==> src/rtl/mem_ctrl.sv <==
`default_nettype none
// +----------------------------------------------------------------------------+
// | Module   : mem_ctrl                                                        |
// | Purpose  : Byte-serial memory controller shared by instruction fetch (IF)  |
// |            and the load/store buffer (SLB). A request is accepted in IDLE  |
// |            (SLB wins over IF), then bytes are moved one per cycle over a   |
// |            byte-wide RAM/IO bus with 1-cycle read latency. Completion is a |
// |            single-cycle done pulse issued from the DONE state.             |
// | Ports    : clk_in, rst_in (async, active-low), rdy_in (global stall),      |
// |            control_hazard (flush of speculative reads),                    |
// |            if_req/if_addr -> if_done/if_rdata (4-byte fetch),              |
// |            slb_req/slb_wr/slb_addr/slb_len/slb_wdata -> slb_done/slb_rdata,|
// |            mem_din/mem_dout/mem_a/mem_wr (byte bus), io_buffer_full,       |
// |            busy (high whenever the FSM is not IDLE).                       |
// | Options  : MEM_CTRL_IO_STALL_EN -- when defined, IO writes                 |
// |            (addr[17:16]==2'b11) wait while io_buffer_full is high.         |
// | Revision : 1.0 - initial release                                           |
// +----------------------------------------------------------------------------+
module mem_ctrl #(
  parameter int ADDR_WIDTH = 32
) (
  input  logic                  clk_in,
  input  logic                  rst_in,
  input  logic                  rdy_in,
  input  logic                  control_hazard,
  input  logic                  if_req,
  input  logic [ADDR_WIDTH-1:0] if_addr,
  output logic                  if_done,
  output logic [31:0]           if_rdata,
  input  logic                  slb_req,
  input  logic                  slb_wr,
  input  logic [ADDR_WIDTH-1:0] slb_addr,
  input  logic [1:0]            slb_len,
  input  logic [31:0]           slb_wdata,
  output logic                  slb_done,
  output logic [31:0]           slb_rdata,
  input  logic [7:0]            mem_din,
  output logic [7:0]            mem_dout,
  output logic [ADDR_WIDTH-1:0] mem_a,
  output logic                  mem_wr,
  input  logic                  io_buffer_full,
  output logic                  busy
);

  typedef enum logic [2:0] {
    IDLE   = 3'd0,
    IF_RD  = 3'd1,
    SLB_RD = 3'd2,
    SLB_WR = 3'd3,
    DONE   = 3'd4
  } state_t;

  state_t                state_q, state_d;
  logic [ADDR_WIDTH-1:0] addr_q, addr_d;
  logic [1:0]            len_q, len_d;          // bytes-1 of the transfer
  logic [31:0]           wdata_q, wdata_d;
  logic                  slb_q, slb_d;          // transfer owned by SLB
  logic [2:0]            cnt_q, cnt_d;          // byte index on the bus
  logic [31:0]           buf_q, buf_d;          // read word under assembly
  logic [31:0]           if_rdata_q, if_rdata_d;
  logic [31:0]           slb_rdata_q, slb_rdata_d;

  logic [2:0]            w_last;                // index of last byte
  logic [2:0]            w_n;                   // number of bytes
  logic [1:0]            w_rd_idx;              // byte slot being captured
  logic [1:0]            w_wr_idx;              // byte slot being written
  logic [2:0]            w_hold_idx;            // address reissued while stalled
  logic                  w_io_stall;

  assign w_last     = {1'b0, len_q};
  assign w_n        = w_last + 3'd1;
  assign w_rd_idx   = 2'(cnt_q - 3'd1);
  assign w_wr_idx   = cnt_q[1:0];
  assign w_hold_idx = (cnt_q == 3'd0) ? 3'd0 : (cnt_q - 3'd1);

`ifdef MEM_CTRL_IO_STALL_EN
  assign w_io_stall = (addr_q[17:16] == 2'b11) && io_buffer_full;
`else
  logic io_full_unused;
  assign io_full_unused = io_buffer_full;
  assign w_io_stall     = 1'b0;
`endif

  always_comb begin
    state_d     = state_q;
    addr_d      = addr_q;
    len_d       = len_q;
    wdata_d     = wdata_q;
    slb_d       = slb_q;
    cnt_d       = cnt_q;
    buf_d       = buf_q;
    if_rdata_d  = if_rdata_q;
    slb_rdata_d = slb_rdata_q;
    mem_a       = '0;
    mem_wr      = 1'b0;
    mem_dout    = 8'h00;

    if (!rdy_in) begin
      // Frozen. In a read, point the RAM at the byte whose data would have
      // been captured this cycle so that it is on mem_din when we resume.
      if ((state_q == IF_RD) || (state_q == SLB_RD)) begin
        mem_a = addr_q + {{(ADDR_WIDTH-3){1'b0}}, w_hold_idx};
      end
    end else begin
      case (state_q)
        IDLE: begin
          if (!control_hazard) begin
            if (slb_req) begin
              addr_d  = slb_addr;
              len_d   = slb_len;
              wdata_d = slb_wdata;
              slb_d   = 1'b1;
              cnt_d   = 3'd0;
              buf_d   = 32'h0;
              state_d = slb_wr ? SLB_WR : SLB_RD;
            end else if (if_req) begin
              addr_d  = if_addr;
              len_d   = 2'd3;
              slb_d   = 1'b0;
              cnt_d   = 3'd0;
              buf_d   = 32'h0;
              state_d = IF_RD;
            end
          end
        end

        IF_RD, SLB_RD: begin
          if (control_hazard) begin
            state_d = IDLE;
          end else begin
            // Address for byte cnt goes out while data for byte cnt-1 arrives.
            if (cnt_q < w_n) begin
              mem_a = addr_q + {{(ADDR_WIDTH-3){1'b0}}, cnt_q};
            end
            if (cnt_q != 3'd0) begin
              buf_d[{w_rd_idx, 3'b000} +: 8] = mem_din;
            end
            if (cnt_q == w_n) begin
              state_d = DONE;
              if (slb_q) begin
                slb_rdata_d = buf_d;
              end else begin
                if_rdata_d = buf_d;
              end
            end else begin
              cnt_d = cnt_q + 3'd1;
            end
          end
        end

        SLB_WR: begin
          // Writes are never flushed; only a full IO buffer can hold them.
          if (!w_io_stall) begin
            mem_wr   = 1'b1;
            mem_a    = addr_q + {{(ADDR_WIDTH-3){1'b0}}, cnt_q};
            mem_dout = wdata_q[{w_wr_idx, 3'b000} +: 8];
            if (cnt_q == w_last) begin
              state_d = DONE;
            end else begin
              cnt_d = cnt_q + 3'd1;
            end
          end
        end

        DONE: begin
          state_d = IDLE;
        end

        default: begin
          state_d = IDLE;
        end
      endcase
    end
  end

  always_ff @(posedge clk_in or negedge rst_in) begin
    if (!rst_in) begin
      state_q     <= IDLE;
      addr_q      <= '0;
      len_q       <= 2'd0;
      wdata_q     <= 32'h0;
      slb_q       <= 1'b0;
      cnt_q       <= 3'd0;
      buf_q       <= 32'h0;
      if_rdata_q  <= 32'h0;
      slb_rdata_q <= 32'h0;
    end else begin
      state_q     <= state_d;
      addr_q      <= addr_d;
      len_q       <= len_d;
      wdata_q     <= wdata_d;
      slb_q       <= slb_d;
      cnt_q       <= cnt_d;
      buf_q       <= buf_d;
      if_rdata_q  <= if_rdata_d;
      slb_rdata_q <= slb_rdata_d;
    end
  end

  assign if_done   = (state_q == DONE) && !slb_q;
  assign slb_done  = (state_q == DONE) && slb_q;
  assign if_rdata  = if_rdata_q;
  assign slb_rdata = slb_rdata_q;
  assign busy      = (state_q != IDLE);

endmodule
`default_nettype wire
==> config.mk <==
export PLATFORM = sky130hd
export DESIGN_NAME = mem_ctrl
export DESIGN_NICKNAME = d
export VERILOG_FILES = /design/src/rtl/mem_ctrl.sv
export SDC_FILE = /design/constraint.sdc
export NUM_CORES = 1
export LEC_CHECK = 0
export CAP_MARGIN = 25
export CORE_ASPECT_RATIO = 0.9
export CORE_MARGIN = 4
export CORE_UTILIZATION = 30
export CTS_CLUSTER_SIZE = 24
export DETAILED_ROUTE_END_ITERATION = 12
export GPL_TIMING_DRIVEN = 0
export PLACE_DENSITY = 0.59
export REMOVE_ABC_BUFFERS = 1
export SETUP_SLACK_MARGIN = 0.5
export SLEW_MARGIN = 20
export SYNTH_ARGS = -nofsm -noshare
export SYNTH_HDL_FRONTEND = slang
export SYNTH_SLANG_ARGS = --single-unit
==> constraint.sdc <==
create_clock -name clk_in -period 9.53 [get_ports clk_in]
set_input_delay 1.906 -clock clk_in [delete_from_list [all_inputs] [get_ports clk_in]]
set_output_delay 1.906 -clock clk_in [all_outputs]
set_load 0.03 [all_outputs]
==> results of run 1 <==
state kept, by name, indices dropped and copies added, names as in the netlist:
register / flops
cnt_q: 3
buf_q: 32
slb_rdata: 32
if_rdata: 32
len_q: 2
slb_q: 1
state_q: 3
wdata_q: 32
addr_q: 32
area by class of cell:
cell class              instances  area, um2
fillers                      3017      17600
multi-input cells             642       4480
flip-flops and latches        169       4230
repair buffers                231       2370
well taps                     403        504
clock buffers                  20        447
clock inverters                12        161
inverters                      25       93.8
cell families (layout without fill, tap and decap cells):
kind of cell / Yosys count / in the layout
xor gates and xnor gates: 4 / 4
adders and majority gates: 19 / 19
AOI/OAI and AO/OA: 272 / 272
buffers and inverters: 83 / 288
muxes: 91 / 91
DFF: 169 / 169
and+or+nand+nor: 256 / 256
layer usage:
| layer | global-route usage (%) | vias up | wire length, um |
|---|---|---|---|
| met3 | 4.08 | 19 | 1770 |
| li1 | - | 3672 | - |
| met5 | 0 | - | 0 |
| met4 | 3.44 | 0 | 283 |
| met1 | 22.1 | 3739 | 12400 |
| met2 | 25.3 | 228 | 12400 |
critical path, stage by stage, from the launching register on:
cell and delay (ns):
sky130_fd_sc_hd__dfrtp_1 0.89, sky130_fd_sc_hd__inv_1 0.33, sky130_fd_sc_hd__ha_1 0.32, sky130_fd_sc_hd__nand2_1 0.35
sky130_fd_sc_hd__o21a_1 0.23, sky130_fd_sc_hd__inv_1 0.05, sky130_fd_sc_hd__ha_1 0.26, sky130_fd_sc_hd__a21o_1 0.18
sky130_fd_sc_hd__a21oi_1 0.71, sky130_fd_sc_hd__or2_2 0.30, sky130_fd_sc_hd__o21ai_0 0.11, sky130_fd_sc_hd__a31oi_1 0.31
sky130_fd_sc_hd__clkdlybuf4s50_1 0.74
layout by cell type, fill, tap and decap left out, types with 5 or more instances in the layout:
cell / instances
sky130_fd_sc_hd__mux2i_1: 35
sky130_fd_sc_hd__nor2b_1: 11
sky130_fd_sc_hd__nand4_1: 14
sky130_fd_sc_hd__mux2_1: 26
sky130_fd_sc_hd__nand2_1: 84
sky130_fd_sc_hd__inv_1: 24
sky130_fd_sc_hd__and4_1: 6
sky130_fd_sc_hd__nor2_1: 65
sky130_fd_sc_hd__and3_1: 11
sky130_fd_sc_hd__o21ai_0: 24
sky130_fd_sc_hd__o22ai_1: 6
sky130_fd_sc_hd__dfrtp_1: 169
sky130_fd_sc_hd__clkdlybuf4s50_1: 218
sky130_fd_sc_hd__a21o_1: 5
sky130_fd_sc_hd__nand2b_1: 5
sky130_fd_sc_hd__mux4_2: 8
sky130_fd_sc_hd__clkbuf_16: 17
sky130_fd_sc_hd__mux2_4: 14
sky130_fd_sc_hd__a22oi_1: 32
sky130_fd_sc_hd__o21ai_1: 65
sky130_fd_sc_hd__ha_1: 17
sky130_fd_sc_hd__mux2_2: 8
sky130_fd_sc_hd__a21oi_1: 57
sky130_fd_sc_hd__o31ai_1: 7
sky130_fd_sc_hd__a22o_1: 42
sky130_fd_sc_hd__and2_1: 7
sky130_fd_sc_hd__buf_4: 5
sky130_fd_sc_hd__nor3_1: 21
sky130_fd_sc_hd__nand3_1: 17
power groups by stage:
stage	clock network, mW	registers, mW	logic, mW
after floorplan	0	1.02	0.907
after global placement	0	1.08	1.37
after detailed placement	0	1.07	1.41
after CTS	0.755	1.06	1.42
after global routing	0.783	1.09	1.54
final	0.734	1.06	1.41
worst max-delay path by stage:
stage,from,endpoint,slack [ns]
global route,cnt_q[1]$_DFFE_PN0P_,mem_a[27],2.08
global placement,rst_in,wdata_q[16]$_DFFE_PN0P_,-0.56
CTS,cnt_q[1]$_DFFE_PN0P_,mem_a[17],2.39
detailed placement,rdy_in,mem_a[14],2.56
floorplan,control_hazard,slb_q$_DFFE_PN0P_,3.65
finish,cnt_q[1]$_DFFE_PN0P_,mem_a[17],2.43
==> results_dict.tcl, run 1 <==
set metrics [dict create \
    outcome "completed" \
    stdcell_count 1502 \
    endpoint_of_the_worst_hold_timing_path "slb_rdata[10]$_DFFE_PN0P_" \
    antenna_found_initial 0 \
    finalHoldViolCount 0 \
    yosysWarningCount 0 \
    pleak_nw 5.09 \
    cp.arrival_ns 5.20 \
    edff_count_synth 0 \
    finish.instance_area_mm2 0.0123 \
    synth.largest_area_cell "sky130_fd_sc_hd__dfrtp_1" \
    areaGrowthSynthToFinish_pct 35.2 \
    fin_util_pct 41.1 \
    postSynth.topFlopCell "sky130_fd_sc_hd__dfrtp_1" \
    worst-path-max-fanout 16 \
    ys_ff_latch 169 \
    place.detailed.instances 1469 \
    initial_utilization_pct 30.4 \
    synth_top_family_by_area "compound AO/OA/AOI/OAI gates" \
    place.port_buffers 220 \
    ratio_of_routed_vias_to_standard_cells 5.10 \
    synthesis.instances 894 \
    synth-xor-area-share_pct 0.468 \
    die-area_mm2 0.0331 \
    async_flop_share_pct 100 \
    first_pass_iters 5 \
    powerDensity_mw_per_mm2 261 \
    clk_path_buf_depth 2 \
    horizontal_die_dimension_um 191 \
    fin_skew_ns 0.00871 \
    post-route-drc-count 0 \
    cp-end-kind "primary output" \
    clock_latency_ns 0.43 \
    post_cts_hold_buffer_count 0 \
    place_congestion 0.836 \
    combPwrFrac_pct 44.0 \
    synth_seq_area_share_pct 46.6 \
    routed_wirelength_um 26800 \
    final_layout_size_suffix_gt1_share_pct 8.64 \
    cts_setup_buffers 0 \
    regToRegEndpoint "buf_q[15]$_DFFE_PN0P_" \
    ir_drop_mv 0.207 \
    top_level_i_o_count 222 \
    fin_hold_ws_ns 0.484 \
    dp_slack_ns 2.56 \
    min_period_over_period_pct 74.5 \
    kind_of_launch_point_of_the_worst_setup_path "register" \
    maxCapViolations 0 \
    final-max-slew-violation-count 0 \
    route.antenna.remaining_nets 0 \
    synthAdderAreaFrac_pct 2.78 \
    grt_pass1_wl_um 42400 \
    reg2reg_setup_slack_ns 6.33 \
    cts_tree "done" \
    sequential_fraction_of_design_power_pct 33.1 \
    synth.avg_cell_area_um2 10.2 \
    root_buffer_cell "sky130_fd_sc_hd__clkbuf_16" \
    most_used_standard_cell_by_instance_count_after_synthesis "sky130_fd_sc_hd__dfrtp_1" \
    clock_power_share_pct 22.9 \
    number_of_sinks_handled_by_clock_tree_synthesis 169 \
    core_area_mm2 0.0299 \
    cts.repair.resized 0 \
    first_global_vias 7515 \
    fmaxAchievable_mhz 141 \
    actual_transition_at_the_worst_max_transition_pin_ns 1.00 \
    min_from "slb_rdata[10]$_DFFE_PN0P_" \
    overflow 0 \
    grt.total_usage_pct 15.9 \
    die-height_um 173 \
    internal_power_mw 1.89 \
    synth_compound_area_share_pct 19.8 \
    nNetsFinal 1219 \
    drt_first_iter_violations 509 \
    antennaDiodeCount 0 \
    finalWorstPathRequiredPeriod_ns 7.10 \
    hold_path.class "register to register" \
    worst_reg_to_reg_path_cell_count 7 \
    synth.cell_area_mm2 0.00908 \
    power_dissipated_by_switching_net_loads_mw 1.32 \
    tns_ns 0 \
    timing.final.setup_violations 0 \
    grt_start_max_net_pins 95 \
    vias 7658 \
    wp_data_required_ns 7.62 \
    setup_slack_ns 2.43 \
    htree_num_levels 4 \
    synth_simple_gate_area_share_pct 13.7 \
    sum_of_net_half_perimeters_after_detailed_placement_um 19700 \
    synth_top_cells_by_count "169 x sky130_fd_sc_hd__dfrtp_1, 85 x sky130_fd_sc_hd__nand2_1, 65 x sky130_fd_sc_hd__nor2_1, 65 x sky130_fd_sc_hd__o21ai_1, 57 x sky130_fd_sc_hd__a21oi_1" \
    worstHoldPathCells 2 \
    avgRoutedWirePerCell_um 17.8 \
    slew_limit_headroom_pct 33.2 \
    timing.rr.start "cnt_q[1]$_DFFE_PN0P_" \
    p_total_mw 3.20 \
    synth_top_area_share_pct 46.6 \
    placementRows 60 \
    fraction_of_synthesized_area_in_multiplexers_pct 12.4 \
    dpl_cell_area_mm2 0.0117 \
    netSwitchingFraction_pct 41.1 \
    post_synth_num_cell_types 66 \
    clock_edge_transition_at_the_registers_on_the_reported_setup_and_hold_paths_ns 0.06 \
    yosys-top-cells-area "sky130_fd_sc_hd__dfrtp_1 47%, sky130_fd_sc_hd__a22o_1 4.0%, sky130_fd_sc_hd__mux2i_1 3.9%" \
    cts-buffers-inserted 17 \
    worstSetupPathType "register to primary output" \
    rsz_0062_raised_after_global_routing "no" \
]
Power figures use the tool's default switching activity.
==> run 2: changes to the inputs <==
- PLACE_DENSITY: 0.59 -> 0.61
- clock period: 9.53 -> 6.2 ns (I/O delays scaled with it)
==> run 2 against run 1 <==
Global-route usage about the same. Sequential power is 53% higher. Cell area is 0.47% higher. First-iteration DRC count decreased by 20%. Setup slack lost 1.7 ns. Non-clock buffer count up 4. Critical path type unchanged.
==> results_dict.tcl, run 2 (synthesized netlist as in run 1, its figures left out) <==
set metrics [dict create \
    cp-end-kind "primary output" \
    critical_path.top_delay_family "simple AND/OR/NAND/NOR gates" \
    wp_data_required_ns 4.96 \
    initial_utilization_pct 30.4 \
    die-height_um 173 \
    worst-path-max-fanout 16 \
    routed_wirelength_um 26800 \
    most_frequent_cells_in_the_layout "206 x sky130_fd_sc_hd__clkdlybuf4s50_1, 167 x sky130_fd_sc_hd__dfrtp_1, 83 x sky130_fd_sc_hd__nand2_1" \
    root_buffer_cell "sky130_fd_sc_hd__clkbuf_16" \
    finalWorstPathRequiredPeriod_ns 5.48 \
    areaGrowthSynthToFinish_pct 35.8 \
    dpl_cell_area_mm2 0.0117 \
    htree_num_levels 4 \
    drt_first_iter_violations 407 \
    fmaxAchievable_mhz 182 \
    critPathBufInv 3 \
    layout_commonest_cell "sky130_fd_sc_hd__clkdlybuf4s50_1" \
    stdcell_count 1507 \
    outcome "completed" \
    grt_start_max_net_pins 101 \
    maxCapViolations 0 \
    grt.total_usage_pct 15.9 \
    first_pass_iters 5 \
    min_from "if_rdata[18]$_DFFE_PN0P_" \
    place_congestion 0.877 \
    hold_path.class "register to register" \
    first_global_vias 7496 \
    route.antenna.remaining_nets 0 \
    avgRoutedWirePerCell_um 17.8 \
    timing.critical_path.cells "inv_1, ha_1, nand2b_1, and2_1, ha_1, inv_1, fa_1, nor2b_1, o2111ai_1, nor2_1, a32o_1, nor2_1, a21oi_1, dlygate4sd2_1" \
    grt_pass1_wl_um 42300 \
    timing.rr.start "cnt_q[1]$_DFFE_PN0P_" \
    clock_latency_ns 0.42 \
    timing.final.setup_violations 0 \
    worstSetupStartpoint "cnt_q[1]$_DFFE_PN0P_" \
    die-area_mm2 0.0331 \
    fin_skew_ns 0.0117 \
    nNetsFinal 1223 \
    horizontal_die_dimension_um 191 \
    worst_reg_to_reg_path_cell_count 7 \
    sum_of_net_half_perimeters_after_detailed_placement_um 19700 \
    tns_ns 0 \
    cts-buffers-inserted 17 \
    final_layout_size_suffix_gt1_share_pct 9.79 \
    slew_limit_headroom_pct 30.2 \
    pleak_nw 5.22 \
    kind_of_launch_point_of_the_worst_setup_path "register" \
    actual_transition_at_the_worst_max_transition_pin_ns 1.05 \
    fin_hold_ws_ns 0.483 \
    worstSetupPathType "register to primary output" \
    antenna_found_initial 2 \
    final-max-slew-violation-count 0 \
    ratio_of_routed_vias_to_standard_cells 5.12 \
    number_of_sinks_handled_by_clock_tree_synthesis 169 \
    nFillCells 2965 \
    placementRows 60 \
    clock_edge_transition_at_the_registers_on_the_reported_setup_and_hold_paths_ns 0.07 \
    cts_tree "done" \
    worstHoldPathCells 2 \
    core_area_mm2 0.0299 \
    overflow 0 \
    vias 7713 \
    path_depth 14 \
    rsz_0062_raised_after_global_routing "no" \
    place.port_buffers 220 \
    finalHoldViolCount 0 \
    clk_path_buf_depth 2 \
    ir_drop_mv 0.273 \
    place.detailed.instances 1470 \
    fin_util_pct 41.3 \
    powerDensity_mw_per_mm2 397 \
    top_level_i_o_count 222 \
    cp.arrival_ns 4.24 \
    critPathSlowestCell "sky130_fd_sc_hd__dfrtp_4" \
    min_period_over_period_pct 88.4 \
    post_cts_hold_buffer_count 0 \
    post-route-drc-count 0 \
    cp_slowest_stage_delay_ns 0.58 \
    finish.instance_area_mm2 0.0123 \
]
-- run 2: cell type report --
| type | instances | area (um2) | share of cell area [%] |
|---|---|---|---|
| Timing Repair Buffer | 235 | 2400 | 19.4 |
| Antenna cell | 1 | 2.50 | 0.0203 |
| Inverter | 25 | 93.8 | 0.760 |
| Clock inverter | 15 | 183 | 1.48 |
| Sequential cell | 169 | 4230 | 34.3 |
| Clock buffer | 17 | 425 | 3.45 |
| Tap cell | 403 | 504 | 4.09 |
| Multi-Input combinational cell | 642 | 4500 | 36.5 |
-- run 2: layer usage --
metal  share of wire (%)  vias to the layer above  GRT usage (%)
met4                0.78                        2           3.41
met3                 7.1                       16           3.96
met1                  47                     3771           22.8
li1                    -                     3670              -
met5               0.049                        -              0
met2                  45                      254           24.4
-- run 2: stage by stage --
stage | power (mW) | setup slack [ns]
floorplan | 2.96 | 0.988
global placement | 3.76 | -3.26
detailed placement | 3.81 | 0.208
CTS | 4.93 | 0.501
global route | 5.22 | 0.502
finish | 4.90 | 0.720
-- run 2: final timing paths --
path                                              to  slack, ns
setup / recovery                           mem_a[14]       0.72
hold / removal              if_rdata[18]$_DFFE_PN0P_       0.48
setup reg to reg               buf_q[17]$_DFFE_PN0P_       3.39
hold reg to reg             if_rdata[18]$_DFFE_PN0P_       0.48
max in group asynchronous  slb_rdata[15]$_DFFE_PN0P_       4.55
min in group asynchronous    wdata_q[10]$_DFFE_PN0P_       0.77
-- run 2: worst register-to-register path, stage by stage, from the launching register on --
cell and delay (ns):
sky130_fd_sc_hd__dfrtp_4 0.58, sky130_fd_sc_hd__inv_1 0.21, sky130_fd_sc_hd__ha_1 0.28, sky130_fd_sc_hd__nand2b_1 0.22
sky130_fd_sc_hd__nand2_1 0.31, sky130_fd_sc_hd__nor4_4 0.49, sky130_fd_sc_hd__and3_1 0.46, sky130_fd_sc_hd__a22o_1 0.21
-- run 2: timing repair --
| item | 4_1_cts | 5_1_grt |
|---|---|---|
| gates resized for setup | 10 | 13 |
| endpoints found under the setup margin | 29 | 20 |
| pin swaps | 0 | 0 |
| buffers inserted | 0 | 4 |
-- run 2: power breakdown --
part	internal [mW]	switching (mW)
registers	1.34	0.280
logic	0.905	1.28
clock network	0.611	0.488
total	2.86	2.05
